<file path="src/rtl/ps2_mouse_pkg.sv">
// ps2_mouse_pkg: packet FSM encoding, status-byte bit positions and default screen/timeout limits.
package ps2_mouse_pkg;

    localparam logic [1:0] S_B0 = 2'd0;
    localparam logic [1:0] S_B1 = 2'd1;
    localparam logic [1:0] S_B2 = 2'd2;

    localparam int BIT_LEFT  = 0;
    localparam int BIT_RIGHT = 1;
    localparam int BIT_MID   = 2;
    localparam int BIT_SYNC  = 3;
    localparam int BIT_XSIGN = 4;
    localparam int BIT_YSIGN = 5;
    localparam int BIT_XOVF  = 6;
    localparam int BIT_YOVF  = 7;

    localparam int H_MAX_DEF   = 639;
    localparam int V_MAX_DEF   = 479;
    localparam int TIMEOUT_DEF = 100000;

endpackage

</file>
<file path="src/rtl/ps2_axis_clamp.sv">
// ps2_axis_clamp: applies a 9-bit signed delta to one cursor axis, holds on overflow, clamps to [0, MAX].
module ps2_axis_clamp #(
    parameter int MAX = 639
) (
    input  logic [15:0] pos,
    input  logic [8:0]  delta,
    input  logic        sub,
    input  logic        hold,
    output logic [15:0] next
);

    localparam logic signed [17:0] LIM = 18'(MAX);

    logic signed [17:0] p, d, s;

    always_comb begin
        p = {2'b00, pos};
        d = {{9{delta[8]}}, delta};
        s = sub ? p - d : p + d;
        next = hold ? pos : s < 0 ? 16'd0 : s > LIM ? 16'(MAX) : s[15:0];
    end

endmodule

</file>
<file path="src/rtl/ps2_packet_tracker.sv">
// ps2_packet_tracker: assembles 3-byte PS/2 mouse packets and tracks a clamped cursor and button state.
module ps2_packet_tracker
    import ps2_mouse_pkg::*;
#(
    parameter int H_MAX       = H_MAX_DEF,
    parameter int V_MAX       = V_MAX_DEF,
    parameter int TIMEOUT_CYC = TIMEOUT_DEF
) (
    input  logic        clk,
    input  logic        rst,
    input  logic [7:0]  rx_data,
    input  logic        rx_valid,
    input  logic        rx_err,
    output logic [15:0] Xpos,
    output logic [15:0] Ypos,
    output logic [2:0]  key_down,
    output logic        oTrig
);

    localparam int CW = $clog2(TIMEOUT_CYC + 1);

    logic [1:0]    state;
    logic [CW-1:0] cnt;
    logic [7:0]    status, b1, b2;
    logic          commit;
    logic [15:0]   x_next, y_next;

    ps2_axis_clamp #(.MAX(H_MAX)) u_x (
        .pos(Xpos), .delta({status[BIT_XSIGN], b1}), .sub(1'b0),
        .hold(status[BIT_XOVF]), .next(x_next)
    );

    ps2_axis_clamp #(.MAX(V_MAX)) u_y (
        .pos(Ypos), .delta({status[BIT_YSIGN], b2}), .sub(1'b1),
        .hold(status[BIT_YOVF]), .next(y_next)
    );

    // The third byte is captured first and committed one edge later, so the clamp sees registered operands.
    always_ff @(posedge clk or posedge rst) begin
        if (rst) begin
            state    <= S_B0;
            cnt      <= '0;
            status   <= '0;
            b1       <= '0;
            b2       <= '0;
            commit   <= 1'b0;
            Xpos     <= 16'(H_MAX / 2 + 1);
            Ypos     <= 16'(V_MAX / 2 + 1);
            key_down <= '0;
            oTrig    <= 1'b0;
        end else begin
            commit <= rx_valid && !rx_err && state == S_B2 && status[BIT_SYNC];
            oTrig  <= commit;
            if (commit) begin
                Xpos     <= x_next;
                Ypos     <= y_next;
                key_down <= {status[BIT_MID], status[BIT_RIGHT], status[BIT_LEFT]};
            end
            if (rx_err) begin
                state <= S_B0;
                cnt   <= '0;
            end else if (rx_valid) begin
                cnt   <= '0;
                state <= state == S_B0 ? (rx_data[BIT_SYNC] ? S_B1 : S_B0) : state == S_B1 ? S_B2 : S_B0;
                if (state == S_B0 && rx_data[BIT_SYNC]) status <= rx_data;
                if (state == S_B1) b1 <= rx_data;
                if (state == S_B2) b2 <= rx_data;
            end else if (state != S_B0) begin
                if (cnt == CW'(TIMEOUT_CYC)) begin
                    state <= S_B0;
                    cnt   <= '0;
                end else begin
                    cnt <= cnt + CW'(1);
                end
            end
        end
    end

endmodule

</file>
<file path="config.mk">
export PLATFORM = sky130hd
export DESIGN_NAME = ps2_packet_tracker
export DESIGN_NICKNAME = d
export VERILOG_FILES = /design/src/rtl/ps2_mouse_pkg.sv /design/src/rtl/ps2_axis_clamp.sv /design/src/rtl/ps2_packet_tracker.sv
export SDC_FILE = /design/constraint.sdc
export NUM_CORES = 1
export LEC_CHECK = 0
export CELL_PAD_IN_SITES_DETAIL_PLACEMENT = 1
export CELL_PAD_IN_SITES_GLOBAL_PLACEMENT = 1
export CORE_MARGIN = 2
export CORE_UTILIZATION = 32
export DETAILED_ROUTE_END_ITERATION = 8
export PLACE_DENSITY_LB_ADDON = 0.1
export REMOVE_ABC_BUFFERS = 1
export SYNTH_ARGS = -nofsm -noshare
export SYNTH_HDL_FRONTEND = slang
export SYNTH_HIERARCHICAL = 1
export SYNTH_SLANG_ARGS = --single-unit
</file>
<file path="constraint.sdc">
create_clock -name clk -period 3.84 [get_ports clk]
set_clock_uncertainty 0.2 [all_clocks]
set_input_delay 0.384 -clock clk [delete_from_list [all_inputs] [get_ports clk]]
set_output_delay 0.384 -clock clk [all_outputs]
set_load 0.02 [all_outputs]
</file>
==> reports/qor.yml <==
hold_path:
  hold_end: "status[3]$_DFFE_PP0P_"
  min-delay-start: "status[3]$_DFFE_PP0P_"
  holdPathStages: 1
  hold_path.class: "flip-flop to flip-flop"
pwr:
  p_int_w: 0.00255
  switching_share_pct: 39.2
  p_total_w: 0.00420
  combPwrFrac_pct: 51.6
  power_density_mw_per_mm2: 526
  irDropWorstVdd_uv: 223
  p_clk_share_pct: 22.7
  p_leak_nw: 3.40
  p_sw_w: 0.00164
  seqPwrFrac_pct: 25.6
setup_path:
  ff2ff_path_depth: 16
  r2r_slack_ns: -0.33
  worst_ep_required_time_ns: 3.88
  worstPathArrival_ns: 4.21
  timing.rr.end: "Xpos[2]$_DFFE_PP0P_"
  crit_fanout: 5
  critPathKind: "flip-flop to flip-flop"
  critPathCaptureType: "flip-flop"
  r2r-start: "b1[3]$_DFFE_PP0P_"
  worstSetupStartpointType: "flip-flop"
floorplan:
  io_pins: 48
  design.core.area_mm2: 0.0188
  start_util_pct: 32.8
  rows: 50
  die_h_um: 143
  die_area_mm2: 0.0204
  die_width_um: 143
clocking:
  cts_hold_buf: 0
  clk_pin_slew_ns: 0.07
  cts_tree: "yes"
  cts-root-buf: "clkbuf_16"
  cts_buffer_depth: 2
  clock-sinks: 80
  htree_levels: 3
  numCtsBuffers: 9
  clk_latency_ns: 0.35
logic_synthesis:
  syn_area_mm2: 0.00616
  syn_avg_cell_area_um2: 9.48
  synth.most_common_cell: "dfrtp_1"
  synth_commonest_cells: "74 x dfrtp_1, 61 x mux2_2, 57 x a21oi_1"
  synthFlopType: "dfrtp_1"
  ys_ff_latch: 80
  yosysTopAreaCell: "dfrtp_1"
  synth_top_area_share_pct: 30.1
  yosysWarnings: 6
  ys_seq_area_share_pct: 32.6
  yosysUniqueCellTypes: 75
  synthArstFlopShare_pct: 100
  synth-edff-count: 0
  synthCells: 650
  synthTopCellsByArea: "dfrtp_1 30%, mux2_2 11%, ha_1 7.7%, a21oi_1 4.6%, xnor2_1 4.4%"
placement:
  place_congestion: 0.817
  dp.cells: 974
  hpwl_um: 13300
  io_buffers: 47
sta:
  slew_headroom_pct: 23.9
  tightest_slew_ns: 1.13
  hold_violations: 0
  max_freq_mhz: 240
  fin_crit_ns: 4.17
  slew_violations: 0
  finalWorstSetupSlack_ns: -0.334
  period_share_pct: 109
  rsz0062_at_grt: "yes"
  finalSetupViolCount: 10
drt:
  routed_wirelength_um: 17300
  vias: 5302
  drtPass1Iterations: 4
  drc_errors: 0
  avgRoutedWirePerCell_um: 17.3
  drt_iter0_drc: 133
  antenna_left: 0
  vias_per_cell: 5.33
finish:
  area_delta_synth_final_pct: 29.5
  drive_above_1_share_pct: 28.8
  fillCellCount: 2121
  fin_nets: 809
  multi_input_area_mm2: 0.00417
  diodes: 0
  stdcell_count: 995
  register_area_mm2: 0.00201
global_route:
  grt_pass1_vias: 5781
  overflow: 0
  antenna_found_initial: 0
  grt_pass1_wl_um: 29300
  grt_max_degree: 56
  track_usage_pct: 17.9
run:
  maxCapViolCount: 0
status:
  status: "complete, but fails checks"
  violations: "negative setup slack"
==> layout by cell type, fill, tap and decap left out, drive strengths merged, types with 5 or more instances in the layout <==
master,Yosys,final
xnor2,31,31
a21o,10,10
nor2,36,36
a211oi,6,6
and2,20,20
a22oi,11,11
dfrtp,74,74
o21ai,30,30
clkbuf,20,9
nand2,38,38
buf,7,75
a221oi,11,11
or3,7,7
a21oi,59,59
inv,37,38
mux2,61,61
o211ai,8,8
a21boi,5,5
xor2,13,13
nand2b,8,8
mux2i,6,6
nand3,13,13
nor2b,5,5
ha,38,38
nor3b,5,5
nor4b,5,5
nor3,13,13
clkdlybuf4s50,0,47
dfstp,6,6
nand4,7,7
nor4,8,8
==> layout make-up <==
class	instances	share of cell area [%]
timing repair buffer	122	13.2
tap	234	3.67
sequential	80	25.2
clock buffer	9	2.82
multi-input combinational	507	52.2
clock inverter	6	1.16
inverter	37	1.76
==> routing by layer <==
metal / vias to the layer above / share of wire, % / GRT usage, %
li1: 2587 / - / -
met2: 47 / 50 / 31.4
met1: 2656 / 47 / 23.3
met4: 0 / 1.1 / 4.59
met3: 12 / 1.9 / 2.25
met5: - / 0 / 0
==> per-stage QoR <==
step | util (%) | setup WS (ns) | cell area [µm²] | hold WS [ns] | TNS (ns)
2_1_floorplan | - | -0.537 | 6040 | 0.225 | -4.90
4_1_cts | 41.5 | -0.296 | 7790 | 0.281 | -2.60
3_5_place_dp | 39.2 | -0.503 | 7350 | 0.261 | -4.56
5_1_grt | 42.5 | -0.504 | 7980 | 0.292 | -4.72
3_3_place_gp | 39.2 | -0.399 | 7350 | 0.240 | -3.67
6_report | 42.5 | -0.334 | 7980 | 0.277 | -3.06
==> registers in the layout (all words and copies together), names as in the netlist <==
| name | flops |
|---|---|
| cnt | 17 |
| Xpos | 16 |
| Ypos | 16 |
| b1 | 8 |
| b2 | 8 |
| status | 8 |
| key_down | 3 |
| state | 2 |
| commit | 1 |
| oTrig | 1 |
==> power groups by stage <==
stage          clock [W]  sequential, W  combinational (W)
6_report        0.000954        0.00108            0.00217
5_1_grt          0.00101        0.00110            0.00240
4_1_cts         0.000994        0.00107            0.00210
3_5_place_dp           0        0.00108            0.00203
2_1_floorplan          0        0.00111            0.00127
3_3_place_gp           0        0.00107            0.00198
==> what timing repair did <==
item,4_1_cts,5_1_grt
cloned,1,0
pin swaps,0,18
resized for setup,23,36
setup buffers,3,4
setup endpoints to repair,10,16
==> cells by family (layout without fill, tap and decap cells) <==
family,after synthesis,in the layout,share of synthesized area (%)
and+or+nand+nor,186,186,18.2
AOI/OAI and AO/OA,167,167,18.1
DFF,80,80,32.6
muxes,67,67,12.1
buffers and inverters,64,174,4.24
xor gates and xnor gates,44,44,6.26
adders and majority gates,40,40,8.37
other,2,3,0.122
==> critical path, cell delays in order, from the launching register on <==
cell	delay [ns]
dfrtp_1	0.41
nor3_4	0.22
nor3b_4	0.25
nand2_2	0.11
ha_4	0.21
mux2_4	0.28
ha_4	0.27
nand3_4	0.07
o211ai_1	0.15
nor4_4	0.30
a2bb2oi_2	0.08
xor2_1	0.14
or4_4	0.44
nor4_4	0.38
buf_4	0.22
a22oi_2	0.06
mux2_4	0.26
==> worst max path at each step <==
stage / start / endpoint / slack [ns] / depth (start not counted)
after floorplan: b1[5]$_DFFE_PP0P_ / Xpos[4]$_DFFE_PP0P_ / -0.54 / 14
after CTS: b1[5]$_DFFE_PP0P_ / Xpos[2]$_DFFE_PP0P_ / -0.30 / 16
after global placement: b1[5]$_DFFE_PP0P_ / Xpos[0]$_DFFE_PP0P_ / -0.40 / 15
after detailed placement: b1[5]$_DFFE_PP0P_ / Xpos[9]$_DFFE_PP0P_ / -0.50 / 15
after global routing: b1[3]$_DFFE_PP0P_ / Xpos[5]$_DFFE_PP0P_ / -0.50 / 16
final: b1[3]$_DFFE_PP0P_ / Xpos[2]$_DFFE_PP0P_ / -0.33 / 16
No activity file was read; power rests on OpenSTA's default activity.
